<file path="config.mk">
export PLATFORM = sky130hd
export DESIGN_NAME = imem_fetch_ctrl
export DESIGN_NICKNAME = d
export VERILOG_FILES = /design/src/rtl/imem_fetch_ctrl.sv
export SDC_FILE = /design/constraint.sdc
export NUM_CORES = 1
export LEC_CHECK = 0
export ABC_AREA = 1
export BUFFER_PORTS_ARGS = -buffer_cell sky130_fd_sc_hd__buf_2
export CAP_MARGIN = 20
export CORE_ASPECT_RATIO = 1.5
export CORE_MARGIN = 5
export CORE_UTILIZATION = 39
export DETAILED_ROUTE_END_ITERATION = 6
export HOLD_SLACK_MARGIN = 0.06
export PLACE_DENSITY_LB_ADDON = 0.08
export SLEW_MARGIN = 15
export SYNTH_ARGS = -nofsm -noshare
export SYNTH_HDL_FRONTEND = slang
export SYNTH_SLANG_ARGS = --single-unit
</file>
<file path="constraint.sdc">
create_clock -name clk -period 2.15 [get_ports clk]
set_clock_uncertainty 0.15 [all_clocks]
set_input_delay 0.43 -clock clk [delete_from_list [all_inputs] [get_ports clk]]
set_output_delay 0.43 -clock clk [all_outputs]
set_load 0.005 [all_outputs]
</file>
<file path="src/rtl/imem_fetch_ctrl.sv">
// Instruction-memory sequencer: program load into IMEM, then PC fetch with stall/branch/halt.
// Optional build macro IMEM_LOAD_CHECKSUM_EN adds a load checksum output and expected-value check.
module imem_fetch_ctrl #(
  parameter int          ADDR_W   = 6,
  parameter logic [31:0] RESET_PC = 32'h0
) (
  input  logic              clk,
  input  logic              rst,
  input  logic              load_start,
  input  logic              load_valid,
  input  logic [31:0]       load_data,
  output logic              load_ready,
  input  logic              load_last,
  input  logic              run_en,
  input  logic              stall,
  input  logic              branch_taken,
  input  logic [31:0]       branch_target,
  output logic              imem_we,
  output logic [ADDR_W-1:0] imem_waddr,
  output logic [31:0]       imem_wdata,
  output logic [ADDR_W-1:0] imem_raddr,
  input  logic [31:0]       imem_rdata,
  output logic [31:0]       pc,
  output logic [31:0]       instr,
  output logic              instr_valid,
  output logic              halted,
  output logic              fault,
  output logic [ADDR_W:0]   load_count
`ifdef IMEM_LOAD_CHECKSUM_EN
  ,
  output logic [31:0]       load_csum,
  input  logic [31:0]       load_csum_exp
`endif
);

  localparam logic [1:0] ST_IDLE = 2'd0;
  localparam logic [1:0] ST_LOAD = 2'd1;
  localparam logic [1:0] ST_RUN  = 2'd2;
  localparam logic [1:0] ST_HALT = 2'd3;

  // First byte address past the end of instruction memory.
  localparam logic [32:0] PC_LIMIT = 33'd4 << ADDR_W;
  localparam logic [ADDR_W:0] CNT_ONE = {{ADDR_W{1'b0}}, 1'b1};

  logic [1:0]        state_r, state_n;
  logic [31:0]       pc_r, pc_n;
  logic [ADDR_W:0]   load_count_r, count_n;
  logic              fault_r, fault_n;
  logic              accept_s;
  logic              run_s;
  logic [32:0]       pc_inc_s;
`ifdef IMEM_LOAD_CHECKSUM_EN
  logic [31:0]       csum_r, csum_n, csum_sum_s;
`endif

  assign run_s       = (state_r == ST_RUN);
  // The top count bit doubles as the memory-full flag.
  assign load_ready  = (state_r == ST_LOAD) && !load_count_r[ADDR_W];
  assign accept_s    = load_valid && load_ready;
  assign imem_we     = accept_s;
  assign imem_waddr  = accept_s ? load_count_r[ADDR_W-1:0] : {ADDR_W{1'b0}};
  assign imem_wdata  = accept_s ? load_data : 32'h0;
  assign imem_raddr  = run_s ? pc_r[ADDR_W+1:2] : {ADDR_W{1'b0}};
  assign instr       = run_s ? imem_rdata : 32'h0;
  assign instr_valid = run_s && !stall;
  assign halted      = (state_r == ST_HALT);
  assign pc          = pc_r;
  assign fault       = fault_r;
  assign load_count  = load_count_r;
  assign pc_inc_s    = {1'b0, pc_r} + 33'd4;
`ifdef IMEM_LOAD_CHECKSUM_EN
  assign load_csum   = csum_r;
  assign csum_sum_s  = csum_r + load_data;
`endif

  // Next-state and next-value logic for the load/run sequencer.
  always_comb begin
    state_n = state_r;
    pc_n    = pc_r;
    count_n = load_count_r;
    fault_n = fault_r;
`ifdef IMEM_LOAD_CHECKSUM_EN
    csum_n  = csum_r;
`endif
    case (state_r)
      ST_IDLE: begin
        if (load_start) begin
          state_n = ST_LOAD;
          count_n = {(ADDR_W+1){1'b0}};
`ifdef IMEM_LOAD_CHECKSUM_EN
          csum_n  = 32'h0;
`endif
        end else if (run_en) begin
          state_n = ST_RUN;
          pc_n    = RESET_PC;
        end else begin
          state_n = ST_IDLE;
        end
      end
      ST_LOAD: begin
        if (accept_s) begin
          count_n = load_count_r + CNT_ONE;
`ifdef IMEM_LOAD_CHECKSUM_EN
          csum_n  = csum_sum_s;
          if (load_last && (csum_sum_s != load_csum_exp)) begin
            state_n = ST_HALT;
            fault_n = 1'b1;
          end else if (load_last) begin
            state_n = ST_IDLE;
          end else begin
            state_n = ST_LOAD;
          end
`else
          if (load_last) begin
            state_n = ST_IDLE;
          end else begin
            state_n = ST_LOAD;
          end
`endif
        end else if (load_count_r[ADDR_W]) begin
          state_n = ST_IDLE;
        end else begin
          state_n = ST_LOAD;
        end
      end
      ST_RUN: begin
        // Stall wins over everything; a zero word means unprogrammed memory.
        if (stall) begin
          state_n = ST_RUN;
        end else if (imem_rdata == 32'h0) begin
          state_n = ST_HALT;
        end else if (branch_taken) begin
          if ((branch_target[1:0] != 2'b00) || ({1'b0, branch_target} >= PC_LIMIT)) begin
            state_n = ST_HALT;
            fault_n = 1'b1;
          end else begin
            pc_n = branch_target;
          end
        end else if (pc_inc_s >= PC_LIMIT) begin
          state_n = ST_HALT;
        end else begin
          pc_n = pc_inc_s[31:0];
        end
      end
      ST_HALT: begin
        state_n = ST_HALT;
      end
      default: begin
        state_n = ST_IDLE;
        pc_n    = RESET_PC;
      end
    endcase
  end

  // State registers with synchronous reset.
  always_ff @(posedge clk) begin
    if (rst) begin
      state_r      <= ST_IDLE;
      pc_r         <= RESET_PC;
      load_count_r <= {(ADDR_W+1){1'b0}};
      fault_r      <= 1'b0;
`ifdef IMEM_LOAD_CHECKSUM_EN
      csum_r       <= 32'h0;
`endif
    end else begin
      state_r      <= state_n;
      pc_r         <= pc_n;
      load_count_r <= count_n;
      fault_r      <= fault_n;
`ifdef IMEM_LOAD_CHECKSUM_EN
      csum_r       <= csum_n;
`endif
    end
  end

endmodule

</file>
# After elaboration in Yosys (flattened, before gate mapping)

Index checks and enable logic that the tools add are counted.

Bits in registers: 42
Output and inout bits: 120
Word-level logic and storage cells: 64

$add $sub $neg: 2
$lt $le $gt $ge: 2
Equality and inequality tests: 13
Muxes and demuxes: 26
Bitwise gates (word level): 2
Reduce and logical (&&, ||, !) cells: 15

Operators by type and width:

| operator              | number |
|---|---|
| $mux 32               | 9 |
| $pmux 32 s2           | 1 |
| $add 32x3->33 const B | 1 |
| $ge 33x9->1 const B   | 1 |
| $ge 32x9->1 const B   | 1 |
| $logic_not 32->1      | 1 |
| $mux 2                | 8 |
| $mux 7                | 2 |
| $pmux 7 s2            | 1 |
| $mux 6                | 2 |
| $ne 2x2->1 const B    | 6 |
| $ne 5x3->1 const B    | 2 |
| $pmux 2 s4            | 1 |
| $add 7x1->7 const B   | 1 |
| $reduce_and 7->1      | 1 |
| $ne 3x3->1 const B    | 2 |
| $reduce_bool 2->1     | 3 |
| $reduce_and 5->1      | 1 |
| $eq 2x2->1 const B    | 2 |
| $logic_and 1x1->1     | 3 |
| $reduce_and 3->1      | 1 |
| $eq 2x1->1 const B    | 1 |
| $logic_not 1->1       | 2 |
| $logic_not 2->1       | 1 |
| other kinds (4)       | 6 |

# Depth between registers and ports, before layout

Gate-level depths: netlist of run 1.

Depth in word-level cells: 7
Mapped depth: 18

# Least setup slack after synthesis of run 1

OpenSTA, ideal clock, no wires.

Path kind: register -> register
Start point: register pc_r[3], in the netlist pc[3]
End point: register pc_r[19], in the netlist pc[19]
Library setup time: 0.128 ns
Data arrival time: 1.920 ns
Required time: 1.872 ns
Slack: -0.047 ns
Stages on the path, launching flop included: 18
Buffers on the path: 1
Path through: dfxtp_1 > ha_1 > nand2_2 > nor2_8 > nand2_4 > nor2_4 > nand2_1 > nand2_1 > nand2_1 > nor2_1 > nand2_1 > nor2_1 > nand3_2 > nand2_4 > nand2_4 > buf_6 > nand2_1 > nor2_1

Cells in the longest elaborated chain, start to end: 6
Elaborated cells between the ends (all ways): 9
Those cells by class: add/sub: 1; order compare: 1; eq/ne: 1; mux: 5; reduce/logical: 1

Ends and longest elaborated chain:

| element                                                             | line | RTL |
|---|---|---|
| start, declared                                                     | 46   | `logic [31:0] pc_r, pc_n;` |
| start signal, assigned                                              | 167  | `pc_r <= pc_n;` |
| $add 32x3->33 (*)                                                   | 70   | `assign pc_inc_s = {1'b0, pc_r} + 33'd4;` |
| parallel branches: the longest is 5 deep, another holds $ge 33x9->1 | -    |  |

Mark *: on every way between the ends. The select of a mux whose other input is x is not followed.
A chain may end at the register's enable or synchronous reset.

# Worst setup path in the final report of run 1

Start point: register pc_r[3], in the netlist pc[3]
End point: register pc_r[11], in the netlist pc[11]

The elaborated chain is that of the path after synthesis.

==> flow_summary_export.csv, run 1 <==
group,metric,value,unit
place,io_buffers,223,
layout,final_util,68.16,%
layout,finalNetCount,1037,
floorplanning,die_w,86.13,um
logic_synthesis,synth_cell_types,37,
layout,final_common_cell,"buf_2",
routing,wl_per_cell,14.68,um
pwr,p_clk_share,35.9,%
sta,worst_slew_pin_slew,0.3304,ns
critical_path,required,2.16,ns
global_route,grt_max_degree,36,
routing,drt-total-wl,15280,um
logic_synthesis,synth.avg_cell_area,5.382,sq um
clock_network,cts-htree-levels,2,
status,failed_checks,"setup timing",
run,drv_cap,0,
pwr,seq_power_share,35.3,%
critical_path,crit_buf_inv,3,
clock_network,clockRootBuffer,"clkbuf_16",
sta,slew_headroom,77.98,%
logic_synthesis,synthesis.nets,736,
global_route,grt_pass1_vias,4915,
pwr,leakage,0.003329,uW
routing,drc,0,
pwr,p_int,1660,uW
pwr,comb_power_share,28.8,%
place,gp_congestion,0.9748,
critical_path,path_cells,"buf_6, nand2_4, nor2_4, nand2_4, nor2_4, nand3_2, nand2_2, nand2_1, inv_1, nand2_1, nor2_2, nand3_2, nand2_4, buf_12, nand2_4, nand2_1, nor2_1",
sta,setup_viol,31,
sta,fmax,432.1,MHz
routing,drt_iter0_drc,242,
logic_synthesis,seq_area_frac_synth,24.80,%
place,dp_hpwl,12270,um
routing,vias,4906,
sta,fin_crit_sh,107.6,%
clock_network,cts_tree,"yes",
sta,post-route-min-period,2.314,ns
sta,grt_setup_unrepaired,"true",
critical_path,r2r-end,"pc[11]",
logic_synthesis,yosysWarnings,0,
floorplanning,die_area,0.01070,sq mm
logic_synthesis,synthesis.instances,630,
floorplanning,std_cell_rows,41,
critical_path,crit_start,"pc[3]",
logic_synthesis,synth_edf_count,0,
routing,drtPass1Iterations,4,
floorplanning,initial_core_util,40.06,%
layout,area_delta_synth_final,70.15,%
pwr,swShare,30.35,%
clock_network,cts_sinks,42,
logic_synthesis,async_flop_share,0,%
critical_path,rrSetupSlack,-0.16,ns
floorplanning,ios,224,
global_route,antenna_found_initial,2,
hold_path,hold_class,"input port to flop",
global_route,grt_pass1_wl,23360,um
clock_network,cts_buffers,5,
routing,ant_nets,0,
sta,slew_violations,0,
critical_path,end_kind,"flop",
critical_path,cp-endpoint,"pc[11]",
status,status,"finished, violations left",
clock_network,clk_pin_slew,0.06,ns
critical_path,reg2regPathDepth,17,
critical_path,cp_slowest_cell,"dfxtp_2",
layout,layout-drive-gt1-share,44.74,%
global_route,grt_usage,27.22,%
critical_path,setup.worst_path.class,"flop to flop",
pwr,power.density,413.1,mW/mm^2
critical_path,slowest_delay,0.36,ns
critical_path,cp.depth,17,
logic_synthesis,syn_area,0.003391,sq mm
critical_path,startpoint_type,"flop",
layout,final_cell_mix,"buf_2, nor2_1, nand2_1",
pwr,p_switching,723.2,uW
logic_synthesis,yosys_register_bits,42,
critical_path,crit_path_max_fanout,6,
sta,hold_viol_final,0,
floorplanning,core,0.008464,sq mm
place,dp_cells,1018,
critical_path,reg2reg_from,"pc[3]",
hold_path,min_path_cells,3,
routing,vias_per_cell,4.713,
global_route,grt-ovfl-total,0,
pwr,peakVddDrop,0.4170,mV
layout,fin_cells,1041,
critical_path,arrival,2.33,ns
critical_path,cp_top_family,"simple AND/OR/NAND/NOR gates",
logic_synthesis,synth_ff_type,"dfxtp_1",
critical_path,crit_top_cell,"nand2_4",
sta,postLayoutSetupSlackWorst,-0.1644,ns
floorplanning,die_h,124.2,um
clock_network,clkLatencyLatePin,0.28,ns
clock_network,cts_buffer_depth,2,
place,place_worst_setup_slack,-0.2038,ns
Yosys cell counts (all sizes together) (2+ instances only):
cell	count	area share, %
nand3	26	4.0
nand4	6	1.1
a21oi	15	2.3
a22oi	2	0.44
clkbuf	10	1.1
nand2	177	21
ha	2	0.74
xor2	3	0.78
dfxtp	42	25
nor4	9	1.7
inv	111	12
nor3	7	1.0
clkinv	3	0.33
o21ai	10	1.5
nor2	185	22
buf	5	1.3
nand3b	8	1.8
worst min path at each step:
stage	from	to	slack, ns
after global placement	pc[0]	pc[0]	0.28
after CTS	run_en	state_r[1]	0.27
final	run_en	state_r[1]	0.26
after global routing	run_en	state_r[1]	0.29
after floorplan	pc[0]	pc[0]	0.28
after detailed placement	pc[1]	pc[1]	0.28
power by group through the flow:
| stage | Sequential [uW] | Combinational, uW | Clock (uW) |
|---|---|---|---|
| finish | 842 | 686 | 856 |
| global route | 846 | 746 | 914 |
| CTS | 839 | 649 | 878 |
| detailed placement | 847 | 584 | 0 |
| global placement | 847 | 575 | 0 |
| floorplan | 852 | 271 | 0 |
timing repair:
item,CTS,global route
pin swaps,11,14
setup endpoints to repair,69,106
resized for setup,51,54
gates cloned,2,1
hold buffers,0,0
buffers inserted,9,2
area by class of cell:
type                            instances  area, sq um
Antenna cell                            2        5.005
Clock buffer                            6        128.9
Clock inverter                          2        37.54
Fill cell                             835         2695
Inverter                              114        430.4
Multi-Input combinational cell        462         2350
Sequential cell                        42        864.6
Tap cell                              107        133.9
Timing Repair Buffer                  306         1819
logic make-up (layout without fill, tap and decap cells):
group | after synthesis | in the layout | share of synthesized area, %
compound gates | 32 | 32 | 5.314
xor+xnor | 4 | 4 | 1.033
fa+ha+maj | 2 | 2 | 0.7379
buf+inv | 129 | 428 | 14.98
flops | 42 | 42 | 24.80
other cells | 0 | 2 | 0
simple gates | 421 | 424 | 53.14
metal layers:
metal | routed length (um) | track usage [%]
met3 | 1176 | 4.500
met4 | 678 | 12.58
met5 | 0 | 0
met1 | 5078 | 25.77
met2 | 8349 | 54.02
state kept, by name (all words and copies together), names as in the netlist:
signal	cells
load_count	7
pc	32
fault	1
state_r	2
tightest hold or removal path: stages:
cell and delay [ns]:
buf_2 0.10, nand3_1 0.07, a21oi_1 0.05
stage by stage:
stage / area (sq um) / hold WS, ns / total power (uW) / TNS [ns]
3_5_place_dp: 5136 / 0.2762 / 1432 / -4.956
5_1_grt: 5767 / 0.2866 / 2506 / -8.561
4_1_cts: 5573 / 0.2651 / 2365 / -1.973
3_3_place_gp: 5136 / 0.2771 / 1422 / -4.185
2_1_floorplan: 3393 / 0.2833 / 1124 / 0
6_report: 5769 / 0.2621 / 2383 / -4.537
(Power assumes the default switching activity.)
==> run 2: changes to the inputs <==
- CELL_PAD_IN_SITES_DETAIL_PLACEMENT: unset -> 0
- CELL_PAD_IN_SITES_GLOBAL_PLACEMENT: unset -> 1
- CORE_UTILIZATION: 39 -> 24
==> flow_summary_export.csv, run 2 (same netlist as run 1, synthesis figures left out) <==
group,metric,value,unit
status,status,"finished, violations left",
status,failed_checks,"setup timing",
sta,hold_viol_final,0,
critical_path,end_kind,"flop",
sta,slew_headroom,78.01,%
sta,setup_viol,31,
layout,final_common_cell,"buf_2",
routing,drt_iter0_drc,86,
layout,layout-drive-gt1-share,41.38,%
pwr,peakVddDrop,0.3236,mV
clock_network,cts_buffer_depth,2,
global_route,grt-ovfl-total,0,
global_route,grt_pass1_wl,23480,um
place,gp_congestion,0.8857,
sta,finalSetupTns,-4.381,ns
global_route,grt_max_degree,39,
layout,fin_cells,1106,
floorplanning,core,0.01393,sq mm
global_route,top_usage_layer,"met2",
critical_path,crit_top_cell,"nand2_1",
floorplanning,die_area,0.01665,sq mm
global_route,antenna_found_initial,1,
critical_path,path_cells,"buf_6, buf_4, nand3_1, nor2_4, buf_4, nand2_1, nand2_1, nor2_1, nand3_1, nor2_2, nand3_2, nand2_4, buf_6, nand3_2, nand2_1, nor2_1",
hold_path,min_path_cells,3,
routing,ant_nets,0,
routing,drtPass1Iterations,6,
critical_path,cp_slowest_cell,"dfxtp_4",
global_route,grt_usage,17.70,%
floorplanning,initial_core_util,24.35,%
place,dp_hpwl,13270,um
floorplanning,die_h,155.6,um
sta,worst_slew_pin_slew,0.3299,ns
critical_path,startpoint_type,"flop",
routing,drt-total-wl,15710,um
clock_network,clk_pin_slew,0.06,ns
critical_path,arrival,2.36,ns
floorplanning,ios,224,
critical_path,setup.worst_path.class,"flop to flop",
layout,finalNetCount,1045,
clock_network,cts_buffers,5,
place,io_buffers,223,
critical_path,cp_top_family,"simple AND/OR/NAND/NOR gates",
sta,grt_setup_unrepaired,"true",
sta,fin_crit_sh,108.9,%
sta,fmax,427.1,MHz
sta,postLayoutSetupSlackWorst,-0.1914,ns
clock_network,cts-htree-levels,2,
routing,wl_per_cell,14.20,um
sta,slew_violations,0,
pwr,leakage,0.003337,uW
clock_network,clockRootBuffer,"clkbuf_16",
routing,vias_per_cell,4.359,
global_route,met1_usage,15.57,%
critical_path,slowest_delay,0.35,ns
critical_path,crit_path_max_fanout,6,
routing,vias,4821,
run,drv_cap,0,
hold_path,hold_class,"input port to flop",
floorplanning,std_cell_rows,53,
routing,drc,0,
pwr,power,2241,uW
critical_path,required,2.17,ns
global_route,met2_usage,37.93,%
pwr,power.density,391.2,mW/mm^2
place,dp_cells,1086,
clock_network,clkLatencyLatePin,0.29,ns
layout,final_cell_mix,"buf_2, nor2_1, nand2_1",
global_route,grt_pass1_vias,4763,
critical_path,reg2regPathDepth,16,
sta,post-route-min-period,2.341,ns
global_route,met3_usage,3.934,%
critical_path,crit_buf_inv,4,
floorplanning,die_w,107.1,um
clock_network,cts_tree,"yes",
layout,area_delta_synth_final,68.93,%
critical_path,cp.depth,16,
clock_network,cts_sinks,42,
layout,largest_register_ffs,32,
## run 2: cell type report
type	instances	area (sq um)
Clock buffer	6	128.9
Fill cell	1585	8198
Sequential cell	42	857.1
Multi-Input combinational cell	459	2218
Tap cell	165	206.4
Inverter	114	430.4
Antenna cell	1	2.502
Timing Repair Buffer	317	1871
Clock inverter	2	13.76
## run 2: worst min-delay path: stages
cell	delay, ns
buf_2	0.11
nand3_1	0.07
a21oi_1	0.06
## run 2: power by group
group / switching [uW] / total (uW) / internal (uW)
clock network: 321 / 752 / 431
registers: 30.4 / 836 / 806
logic: 348 / 652 / 304
total: 699 / 2240 / 1540
## run 2: final timing paths
check | startpoint | endpoint | slack, ns
worst max-delay path | pc[2] | pc[3] | -0.19
worst min-delay path | run_en | state_r[1] | 0.27
worst max register to register | pc[2] | pc[3] | -0.19
worst min register to register | pc[1] | pc[1] | 0.28
## run 2: what timing repair did
action	4_1_cts	5_1_grt
setup buffers	5	5
setup endpoints to repair	69	101
pin swaps	12	19
gates cloned	1	1
resized for setup	34	32
hold buffers	0	0
## run 2: metrics by stage
stage	setup WS, ns	utilization (%)	instance area, sq um	hold slack, ns
CTS	-0.1603	39.96	5565	0.2727
detailed placement	-0.2526	37.76	5259	0.2781
global route	-0.3237	41.11	5725	0.2900
finish	-0.1914	41.13	5728	0.2735
global placement	-0.2477	37.76	5259	0.2739
floorplan	0.02157	-	3393	0.2833
## run 2: layer usage
metal  vias up  wire (um)
met5         -          0
li1       2504          -
met4         0        319
met2       165       9030
met3        22       1085
met1      2130       5269
==> run 3: changes to the inputs <==
- REMOVE_ABC_BUFFERS: unset -> 1
==> flow_summary_export.csv, run 3 (same netlist as run 1, synthesis figures left out) <==
group,metric,value,unit
critical_path,cp_top_family,"simple AND/OR/NAND/NOR gates",
hold_path,min_path_cells,3,
critical_path,reg2reg_from,"pc[3]",
critical_path,crit_buf_inv,2,
sta,finalSetupTns,-3.436,ns
clock_network,clockRootBuffer,"clkbuf_16",
routing,vias,4744,
floorplanning,core,0.01393,sq mm
clock_network,clkLatencyLatePin,0.29,ns
run,drv_cap,0,
pwr,p_switching,678.5,uW
clock_network,clk_pin_slew,0.06,ns
place,gp_congestion,0.8567,
critical_path,reg2regPathDepth,17,
critical_path,startpoint_type,"flop",
pwr,power,2227,uW
status,failed_checks,"setup timing",
sta,slew_headroom,73.27,%
critical_path,arrival,2.31,ns
pwr,peakVddDrop,0.2954,mV
place,dp_hpwl,12760,um
critical_path,crit_path_max_fanout,6,
global_route,grt_pass1_wl,22540,um
routing,vias_per_cell,4.301,
floorplanning,die_w,107.1,um
layout,layout-drive-gt1-share,41.26,%
global_route,grt_pass1_vias,4476,
layout,num_antenna_cells,0,
hold_path,hold_end,"state_r[1]",
floorplanning,die_area,0.01665,sq mm
routing,ant_nets,0,
routing,wl_per_cell,13.54,um
floorplanning,die_h,155.6,um
clock_network,cts_buffer_depth,2,
layout,area_delta_synth_final,67.20,%
floorplanning,initial_core_util,24.35,%
sta,hold_viol_final,0,
pwr,p_clk_share,35.1,%
critical_path,crit_top_cell,"nand2_1",
sta,hold_ws,0.2671,ns
floorplanning,std_cell_rows,53,
sta,post-route-min-period,2.284,ns
layout,fin_cells,1103,
hold_path,hold_class,"input port to flop",
clock_network,cts_sinks,42,
status,status,"finished, violations left",
clock_network,cts_tree,"yes",
pwr,comb_power_share,27.4,%
place,place_worst_setup_slack,-0.2730,ns
sta,setup_viol,31,
global_route,antenna_found_initial,1,
sta,postLayoutSetupSlackWorst,-0.1344,ns
routing,drt_iter0_drc,213,
layout,final_common_cell,"buf_2",
layout,finalNetCount,1043,
floorplanning,ios,224,
sta,fmax,437.8,MHz
layout,final_cell_mix,"buf_2, nand2_1, nor2_1",
critical_path,crit_start,"pc[3]",
critical_path,rrSetupSlack,-0.13,ns
routing,drtPass1Iterations,4,
critical_path,required,2.18,ns
layout,largest_register_ffs,32,
critical_path,r2r-end,"pc[4]",
critical_path,cp_slowest_cell,"dfxtp_2",
clock_network,cts_buffers,5,
critical_path,slowest_delay,0.36,ns
clock_network,cts_hold_buffers,0,
routing,drc,0,
global_route,grt-ovfl-total,0,
clock_network,cts-htree-levels,2,
critical_path,path_cells,"buf_6, nand2_4, nor2_4, nand2_4, nor2_4, nand2_1, nand2_1, nand2_2, nor2_1, nand2_1, nor2_2, nand3_2, nand2_4, buf_6, nand3_1, nand2_1, nor2_1",
pwr,leakage,0.003304,uW
critical_path,setup.worst_path.class,"flop to flop",
place,dp_cells,1084,
pwr,power.density,392.7,mW/mm^2
pwr,swShare,30.47,%
sta,worst_slew_pin_slew,0.3984,ns
sta,fin_crit_sh,106.2,%
critical_path,end_kind,"flop",
global_route,grt_usage,17.01,%
hold_path,hold_path_startpoint,"run_en",
routing,drt-total-wl,14940,um
sta,grt_setup_unrepaired,"true",
sta,slew_violations,0,
pwr,p_int,1548,uW
pwr,seq_power_share,37.5,%
place,io_buffers,223,
global_route,grt_max_degree,39,
[run 3: power groups by stage]
stage / registers (uW) / logic (uW) / clock network, uW
after global routing: 838 / 686 / 843
after floorplan: 851 / 240 / 0
after global placement: 843 / 569 / 0
after detailed placement: 843 / 574 / 0
final: 836 / 610 / 781
after CTS: 835 / 608 / 804
[run 3: worst max-delay path by stage]
| stage | endpoint | depth (start not counted) |
|---|---|---|
| after floorplan | load_count[6] | 10 |
| after global placement | pc[7] | 17 |
| after detailed placement | pc[7] | 17 |
| after CTS | pc[4] | 15 |
| after global routing | pc[4] | 17 |
| final | pc[4] | 17 |
[run 3: worst min-delay path: stages]
cell     delay, ns
buf_2         0.10
nand3_1       0.07
a21oi_1       0.05
[run 3: metal layers]
metal	vias up	track usage, %	part of all wire (%)
met3	19	3.851	7.5
li1	2504	-	-
met5	-	0	0.087
met2	172	35.93	56
met4	2	4.692	1.8
met1	2047	15.58	35
[run 3: through the flow]
step / area, sq um / util, %
after floorplan: 3311 / -
after global placement: 5254 / 37.73
after detailed placement: 5254 / 37.73
after CTS: 5607 / 40.26
after global routing: 5669 / 40.71
final: 5669 / 40.71
[run 3: timing repair]
item	CTS	global route
buffers inserted	6	4
setup endpoints to repair	100	88
gates cloned	1	0
pin swaps	22	7
resized for setup	52	13
[run 3: cell type report]
cell class                 instances  area (sq um)
fill                            1538          8257
multi-input combinational        459          2166
timing repair buffer             315          1854
sequential                        42         860.8
inverter                         114         430.4
tap                              165         206.4
clock buffer                       6         138.9
clock inverter                     2         12.51
